<file path="config.mk">
export PLATFORM = sky130hd
export DESIGN_NAME = apb_arbiter
export DESIGN_NICKNAME = d
export VERILOG_FILES = /design/src/rtl/apb_arbiter_pkg.sv /design/src/rtl/apb_arbiter_rr_arb2.sv /design/src/rtl/apb_arbiter.sv
export SDC_FILE = /design/constraint.sdc
export NUM_CORES = 1
export LEC_CHECK = 0
export ABC_AREA = 1
export CAP_MARGIN = 0
export CORE_MARGIN = 5
export CORE_UTILIZATION = 35
export DETAILED_ROUTE_END_ITERATION = 10
export PLACE_DENSITY = 0.76
export REMOVE_ABC_BUFFERS = 1
export SETUP_SLACK_MARGIN = 0.5
export SYNTH_ARGS = -nofsm -noshare
export SYNTH_HDL_FRONTEND = slang
export SYNTH_SLANG_ARGS = --single-unit
</file>
<file path="constraint.sdc">
create_clock -name clk -period 1.2 [get_ports clk]
set_input_delay 0.12 -clock clk [delete_from_list [all_inputs] [get_ports clk]]
set_output_delay 0.12 -clock clk [all_outputs]
set_load 0.005 [all_outputs]
</file>
<file path="src/rtl/apb_arbiter_pkg.sv">
// Shared definitions for the two-port APB arbiter: bus widths, FSM state
// encoding and the two-way round-robin pick function.
package apb_arbiter_pkg;

    localparam int APB_ADDR_W = 17;
    localparam int APB_DATA_W = 32;

    typedef enum logic [1:0] {
        ST_IDLE   = 2'b00,
        ST_SETUP  = 2'b01,
        ST_ACCESS = 2'b10
    } apb_state_e;

    // One-hot pick between two requesters; last_m1 set means requester 1
    // was served last, so requester 0 wins a tie.
    function automatic logic [1:0] rr_pick(input logic [1:0] req, input logic last_m1);
        logic [1:0] gnt;
        case (req)
            2'b01:   gnt = 2'b01;
            2'b10:   gnt = 2'b10;
            2'b11:   gnt = last_m1 ? 2'b01 : 2'b10;
            default: gnt = 2'b00;
        endcase
        return gnt;
    endfunction

endpackage

</file>
<file path="src/rtl/apb_arbiter_rr_arb2.sv">
// Two-way round-robin arbiter: combinational one-hot grant from the eligible
// request vector and the served-last pointer, gated by enable.
module rr_arb2
    import apb_arbiter_pkg::*;
(
    input  logic [1:0] req_i,
    input  logic       enable_i,
    input  logic       last_i,
    output logic [1:0] gnt_o
);

    // Grant only while the master is free to start a new transfer
    always_comb begin
        gnt_o = 2'b00;
        if (enable_i) begin
            gnt_o = rr_pick(req_i, last_i);
        end else begin
            gnt_o = 2'b00;
        end
    end

endmodule

</file>
<file path="src/rtl/apb_arbiter.sv">
// Two-port APB master sharing one APB memory slave between two requesters.
// Round-robin arbitration, SETUP/ACCESS sequencing, registered outputs.
// Optional build macro APB_ARBITER_TIMEOUT_EN aborts an ACCESS phase after
// TIMEOUT cycles without valid and flags it on mX_err; otherwise ACCESS
// waits indefinitely and mX_err is tied low.
module apb_arbiter
    import apb_arbiter_pkg::*;
#(
    parameter int ADDR_W  = APB_ADDR_W,
    parameter int DATA_W  = APB_DATA_W,
    parameter int TIMEOUT = 16
) (
    input  logic              clk,
    input  logic              rst,
    input  logic              m0_req,
    input  logic              m0_write,
    input  logic [ADDR_W-1:0] m0_addr,
    input  logic [DATA_W-1:0] m0_wdata,
    output logic              m0_done,
    output logic              m0_err,
    input  logic              m1_req,
    input  logic              m1_write,
    input  logic [ADDR_W-1:0] m1_addr,
    input  logic [DATA_W-1:0] m1_wdata,
    output logic              m1_done,
    output logic              m1_err,
    output logic [DATA_W-1:0] rdata,
    output logic [ADDR_W-1:0] paddr,
    output logic              pwrite,
    output logic              psel,
    output logic              penable,
    output logic [DATA_W-1:0] pwdata,
    input  logic [DATA_W-1:0] prdata,
    input  logic              valid
);

    apb_state_e        state_q;
    logic [1:0]        gnt_q;
    logic              last_m1_q;
    logic [ADDR_W-1:0] paddr_q;
    logic [DATA_W-1:0] pwdata_q;
    logic [DATA_W-1:0] rdata_q;
    logic              pwrite_q;
    logic              psel_q;
    logic              penable_q;
    logic              m0_done_q;
    logic              m1_done_q;
    logic [1:0]        elig_d;
    logic [1:0]        grant_d;

`ifdef APB_ARBITER_TIMEOUT_EN
    localparam int CNT_W = $clog2(TIMEOUT + 1);
    logic [CNT_W-1:0]  tmo_cnt_q;
    logic              m0_err_q;
    logic              m1_err_q;
`endif

    // A requester in its own done cycle is masked so a one-cycle-late req
    // drop cannot start a duplicate transfer
    always_comb begin
        elig_d = {m1_req & ~m1_done_q, m0_req & ~m0_done_q};
    end

    rr_arb2 u_rr_arb2 (
        .req_i    (elig_d),
        .enable_i (state_q == ST_IDLE),
        .last_i   (last_m1_q),
        .gnt_o    (grant_d)
    );

    // Transfer FSM with datapath capture, completion pulses and pointer update
    always_ff @(posedge clk) begin
        if (!rst) begin
            state_q   <= ST_IDLE;
            gnt_q     <= 2'b00;
            last_m1_q <= 1'b1;
            paddr_q   <= '0;
            pwdata_q  <= '0;
            rdata_q   <= '0;
            pwrite_q  <= 1'b0;
            psel_q    <= 1'b0;
            penable_q <= 1'b0;
            m0_done_q <= 1'b0;
            m1_done_q <= 1'b0;
`ifdef APB_ARBITER_TIMEOUT_EN
            tmo_cnt_q <= '0;
            m0_err_q  <= 1'b0;
            m1_err_q  <= 1'b0;
`endif
        end else begin
            m0_done_q <= 1'b0;
            m1_done_q <= 1'b0;
`ifdef APB_ARBITER_TIMEOUT_EN
            m0_err_q  <= 1'b0;
            m1_err_q  <= 1'b0;
`endif
            case (state_q)
                ST_IDLE: begin
                    if (grant_d != 2'b00) begin
                        paddr_q   <= grant_d[1] ? m1_addr  : m0_addr;
                        pwrite_q  <= grant_d[1] ? m1_write : m0_write;
                        pwdata_q  <= grant_d[1] ? m1_wdata : m0_wdata;
                        gnt_q     <= grant_d;
                        psel_q    <= 1'b1;
                        penable_q <= 1'b0;
                        state_q   <= ST_SETUP;
                    end else begin
                        state_q   <= ST_IDLE;
                    end
                end
                ST_SETUP: begin
                    penable_q <= 1'b1;
                    state_q   <= ST_ACCESS;
`ifdef APB_ARBITER_TIMEOUT_EN
                    tmo_cnt_q <= '0;
`endif
                end
                ST_ACCESS: begin
                    if (valid) begin
                        if (!pwrite_q) begin
                            rdata_q <= prdata;
                        end else begin
                            rdata_q <= rdata_q;
                        end
                        m0_done_q <= gnt_q[0];
                        m1_done_q <= gnt_q[1];
                        psel_q    <= 1'b0;
                        penable_q <= 1'b0;
                        last_m1_q <= gnt_q[1];
                        state_q   <= ST_IDLE;
                    end
`ifdef APB_ARBITER_TIMEOUT_EN
                    else if (tmo_cnt_q == CNT_W'(TIMEOUT - 1)) begin
                        m0_done_q <= gnt_q[0];
                        m1_done_q <= gnt_q[1];
                        m0_err_q  <= gnt_q[0];
                        m1_err_q  <= gnt_q[1];
                        psel_q    <= 1'b0;
                        penable_q <= 1'b0;
                        last_m1_q <= gnt_q[1];
                        state_q   <= ST_IDLE;
                    end else begin
                        tmo_cnt_q <= tmo_cnt_q + CNT_W'(1);
                    end
`else
                    else begin
                        state_q <= ST_ACCESS;
                    end
`endif
                end
                default: begin
                    psel_q    <= 1'b0;
                    penable_q <= 1'b0;
                    state_q   <= ST_IDLE;
                end
            endcase
        end
    end

    assign paddr   = paddr_q;
    assign pwdata  = pwdata_q;
    assign pwrite  = pwrite_q;
    assign psel    = psel_q;
    assign penable = penable_q;
    assign rdata   = rdata_q;
    assign m0_done = m0_done_q;
    assign m1_done = m1_done_q;
`ifdef APB_ARBITER_TIMEOUT_EN
    assign m0_err  = m0_err_q;
    assign m1_err  = m1_err_q;
`else
    assign m0_err  = 1'b0;
    assign m1_err  = 1'b0;
`endif

endmodule

</file>
==> flow_results.xml <==
<?xml version="1.0" encoding="UTF-8"?>
<metrics>
  <group name="global_routing">
    <metric name="grt_overflow" unit="">0</metric>
    <metric name="grt_pass1_wl" unit="um">24700</metric>
    <metric name="grt.total_usage" unit="">0.2172</metric>
    <metric name="grt_antenna_before_repair" unit="">0</metric>
    <metric name="grt_start_max_net_pins" unit="">36</metric>
    <metric name="vias_in_the_first_global_route" unit="">4872</metric>
  </group>
  <group name="setup_path">
    <metric name="crit_required" unit="ns">1.43</metric>
    <metric name="capture_point_of_the_worst_path" unit="">paddr[10]</metric>
    <metric name="critical-path-top-cell-by-count" unit="">sky130_fd_sc_hd__nand3_1</metric>
    <metric name="cp-start-kind" unit="">flop</metric>
    <metric name="critical-path-top-delay-family" unit="">simple AND/OR/NAND/NOR gates</metric>
    <metric name="crit-reg2reg-capture" unit="">paddr[10]</metric>
    <metric name="path_max_fanout" unit="">30</metric>
    <metric name="critPathLaunch" unit="">state_q[0]</metric>
    <metric name="cp_slowest_cell" unit="">sky130_fd_sc_hd__dfxtp_4</metric>
    <metric name="number_of_buffer_and_inverter_stages_on_the_critical_path" unit="">2</metric>
    <metric name="timing.critical_path.slowest_cell_delay" unit="ns">0.37</metric>
    <metric name="cp_num_cells" unit="">7</metric>
    <metric name="critPathArrivalTime" unit="ns">1.51</metric>
    <metric name="r2r_setup_slack" unit="ns">-0.08</metric>
    <metric name="crit_type" unit="">flop to flop</metric>
    <metric name="crit_chain" unit="">nor2_4 &gt; nand3_4 &gt; buf_12 &gt; nand3_1 &gt; nand3_1 &gt; nand2_1 &gt; inv_1</metric>
    <metric name="timing.reg2reg.worst_path_depth" unit="">7</metric>
    <metric name="worst_setup_path_end_kind" unit="">flop</metric>
    <metric name="startpoint_of_the_lowest_slack_register_to_register_path" unit="">state_q[0]</metric>
  </group>
  <group name="yosys">
    <metric name="yosys.area_share.xor_xnor" unit="">0</metric>
    <metric name="synthesized_area_fraction_occupied_by_ao_oa_aoi_and_oai_cells" unit="">0.04632</metric>
    <metric name="simple_gate_share_of_the_synthesized_area" unit="">0.3972</metric>
    <metric name="synth.lib_cells_used.distinct" unit="">21</metric>
    <metric name="synth.cell_area" unit="um2">4133</metric>
    <metric name="postSynthAreaPerCell" unit="um2">7.077</metric>
    <metric name="synth_seq_area_share" unit="">0.4408</metric>
    <metric name="muxShareOfSynthArea" unit="">0</metric>
    <metric name="synth-seq-cells" unit="">91</metric>
    <metric name="dominant_combinational_cell_family_by_area_after_synthesis" unit="">simple AND/OR/NAND/NOR gates</metric>
    <metric name="syn_inst" unit="">584</metric>
    <metric name="synth_warn" unit="">0</metric>
    <metric name="synth_fa_ha_area_frac" unit="">0</metric>
  </group>
  <group name="clocking">
    <metric name="cts_root_buf" unit="">sky130_fd_sc_hd__clkbuf_16</metric>
    <metric name="cts.sinks" unit="">91</metric>
    <metric name="clock_path_buffers" unit="">2</metric>
    <metric name="cts.htree.levels" unit="">3</metric>
    <metric name="clk_pin_slew_worst_paths" unit="ns">0.06</metric>
    <metric name="clock_tree_from_tritoncts" unit="">yes</metric>
    <metric name="cts_made_buffers" unit="">9</metric>
    <metric name="postCtsHoldBufs" unit="">0</metric>
    <metric name="insertion_delay" unit="ns">0.34</metric>
  </group>
  <group name="placed_design">
    <metric name="dp.cells" unit="">933</metric>
    <metric name="gp_congestion" unit="">0.8277</metric>
    <metric name="dpl_worst_slack" unit="ns">-0.3450</metric>
    <metric name="hpwlAfterDp" unit="um">11100</metric>
    <metric name="buffer_ports.inserted" unit="">222</metric>
  </group>
  <group name="routing">
    <metric name="vias_per_cell" unit="">5.071</metric>
    <metric name="ant_nets" unit="">0</metric>
    <metric name="initialDrtViolationCount" unit="">407</metric>
    <metric name="post_drt_wl_per_cell" unit="um">16.59</metric>
    <metric name="drc" unit="">0</metric>
    <metric name="detailedRoute.firstPassIterationCount" unit="">6</metric>
    <metric name="finalWirelength" unit="um">16260</metric>
    <metric name="vias" unit="">4970</metric>
  </group>
  <group name="floorplanning">
    <metric name="core-area" unit="um2">11520</metric>
    <metric name="design.die.area" unit="um2">14080</metric>
    <metric name="floorplan.rows" unit="">39</metric>
    <metric name="floorplan.initialDensity" unit="">0.3589</metric>
    <metric name="ports" unit="">225</metric>
    <metric name="die_w" unit="um">118.7</metric>
    <metric name="die_height" unit="um">118.7</metric>
  </group>
  <group name="flow_run">
    <metric name="drv.max_cap_violation_count" unit="">0</metric>
  </group>
  <group name="cells_and_area">
    <metric name="final_cells" unit="">980</metric>
    <metric name="synth_to_layout_area_growth" unit="%">84.65</metric>
    <metric name="fin_nets" unit="">969</metric>
    <metric name="filler_cell_count" unit="">937</metric>
    <metric name="drive_gt1_frac" unit="">0.3513</metric>
    <metric name="n_antenna_cell" unit="">0</metric>
  </group>
  <group name="sta">
    <metric name="clock.fmax" unit="GHz">0.7820</metric>
    <metric name="finalSetupTns" unit="ns">-2.912</metric>
    <metric name="final_hold_viol_count" unit="">0</metric>
    <metric name="minimum_clock_period" unit="ns">1.279</metric>
    <metric name="timing.final.setup_violations" unit="">65</metric>
    <metric name="drv_slew" unit="">0</metric>
    <metric name="clock-skew-final" unit="ns">0.006037</metric>
    <metric name="rsz0062_at_grt" unit="">true</metric>
    <metric name="layout_setup_ws" unit="ns">-0.07885</metric>
    <metric name="timing.hold.ws" unit="ns">0.1856</metric>
    <metric name="finalCritPeriodShare" unit="">1.066</metric>
  </group>
  <group name="power_and_ir_drop">
    <metric name="worst_ir_drop_vdd" unit="mV">0.6503</metric>
    <metric name="power_leakage" unit="nW">3.594</metric>
    <metric name="totalPowerFinal" unit="mW">8.863</metric>
    <metric name="power.density_cell_area" unit="nW/um2">1161</metric>
  </group>
  <group name="hold_path">
    <metric name="hold_class" unit="">input port to flop</metric>
    <metric name="min_from" unit="">rst</metric>
  </group>
  <group name="outcome">
    <metric name="outcome" unit="">finished with violations</metric>
    <metric name="violated_checks" unit="">negative setup slack</metric>
  </group>
</metrics>
==> synth_stat cells <==
master / number / area (um2)
sky130_fd_sc_hd__dfxtp_1: 91 / 1822
sky130_fd_sc_hd__buf_4: 7 / 52.55
sky130_fd_sc_hd__conb_1: 1 / 3.750
sky130_fd_sc_hd__nor2_1: 70 / 262.8
sky130_fd_sc_hd__nand2_1: 76 / 285.3
sky130_fd_sc_hd__o21ai_0: 32 / 160.2
sky130_fd_sc_hd__nand3b_1: 14 / 105.1
sky130_fd_sc_hd__nor2_2: 2 / 12.51
sky130_fd_sc_hd__inv_2: 3 / 11.26
sky130_fd_sc_hd__clkbuf_1: 13 / 48.80
sky130_fd_sc_hd__nor2_4: 2 / 22.52
sky130_fd_sc_hd__nand3_1: 166 / 830.8
sky130_fd_sc_hd__a21oi_1: 3 / 15.01
sky130_fd_sc_hd__nand2_2: 5 / 31.28
sky130_fd_sc_hd__buf_1: 5 / 18.77
sky130_fd_sc_hd__nand3_2: 1 / 10.01
sky130_fd_sc_hd__buf_2: 19 / 95.09
sky130_fd_sc_hd__inv_1: 57 / 214.0
sky130_fd_sc_hd__buf_6: 3 / 33.78
sky130_fd_sc_hd__nand4_1: 13 / 81.33
sky130_fd_sc_hd__a21oi_4: 1 / 16.27
==> through the flow <==
step | utilization | cell area, um2
6_report | 0.6626 | 7631
3_5_place_dp | 0.5769 | 6644
2_1_floorplan | - | 3887
5_1_grt | 0.6626 | 7631
3_3_place_gp | 0.5769 | 6644
4_1_cts | 0.6207 | 7148
==> placed cells by master (no fill, tap or decap), types with 14 or more instances in the layout <==
cell / netlist / routed
sky130_fd_sc_hd__buf_4: 7 / 32
sky130_fd_sc_hd__nor2_1: 70 / 64
sky130_fd_sc_hd__clkdlybuf4s50_1: 0 / 135
sky130_fd_sc_hd__inv_1: 57 / 54
sky130_fd_sc_hd__o21ai_0: 32 / 22
sky130_fd_sc_hd__buf_2: 19 / 21
sky130_fd_sc_hd__nand3b_1: 14 / 14
sky130_fd_sc_hd__dfxtp_2: 0 / 87
sky130_fd_sc_hd__nand2_1: 76 / 72
sky130_fd_sc_hd__nand3_1: 166 / 151
sky130_fd_sc_hd__buf_6: 3 / 75
sky130_fd_sc_hd__buf_12: 0 / 14
sky130_fd_sc_hd__nand3_2: 1 / 14
==> routing by layer <==
| metal | up-vias | routed length [um] | share of wire | track usage |
|---|---|---|---|---|
| met2 | 283 | 7820 | 0.48 | 0.3730 |
| met4 | 0 | 543 | 0.033 | 0.1072 |
| met1 | 2242 | 6003 | 0.37 | 0.2270 |
| met5 | - | 0 | 0 | 0 |
| li1 | 2403 | - | - | - |
| met3 | 42 | 1893 | 0.12 | 0.09408 |
==> flip-flops by register name (all words and copies together) (netlist names) <==
signal,flops
gnt_q,2
last_m1_q,1
m0_done,1
m1_done,1
paddr,17
penable,1
psel,1
pwdata,32
pwrite,1
rdata,32
state_q,2
==> area by class of cell <==
type,count,area [um2],share of cell area
Multi-Input combinational cell,387,1993,0.2612
Sequential cell,91,1934,0.2535
Timing Repair Buffer,283,2977,0.3901
Inverter,60,237.7,0.03115
Clock inverter,5,77.57,0.01017
Tap cell,143,178.9,0.02345
Clock buffer,11,232.7,0.03050
==> where the power goes <==
part / internal [mW] / switching [mW]
combinational: 1.38 / 1.03
clock: 1.82 / 1.15
sequential: 3.31 / 0.175
total: 6.51 / 2.35
==> how the worst min path moves through the flow <==
stage	slack [ns]	end	cells after the start
2_1_floorplan	0.20	last_m1_q	1
3_3_place_gp	0.43	m0_done	2
3_5_place_dp	0.43	m0_done	2
4_1_cts	0.17	m1_done	3
5_1_grt	0.21	m1_done	3
6_report	0.19	m1_done	3
==> logic make-up (layout without fill, tap and decap cells) <==
group	Yosys count	in the layout
AND/OR/NAND/NOR	349	349
buffers and inverters	107	359
flip-flops	91	91
AO/OA/AOI/OAI	36	36
other	1	2
==> repair_timing <==
action                     in CTS  in global routing
resized for setup             504                 62
setup endpoints to repair     177                177
pin swaps                       1                 25
gates cloned                    2                  5
buffers inserted               12                 12
==> worst min-delay path, delay by kind of cell <==
kind,cells,cell delay [ns]
buffers and inverters,2,0.25
AND/OR/NAND/NOR,1,0.11
No activity file was read; power rests on OpenSTA's default activity.
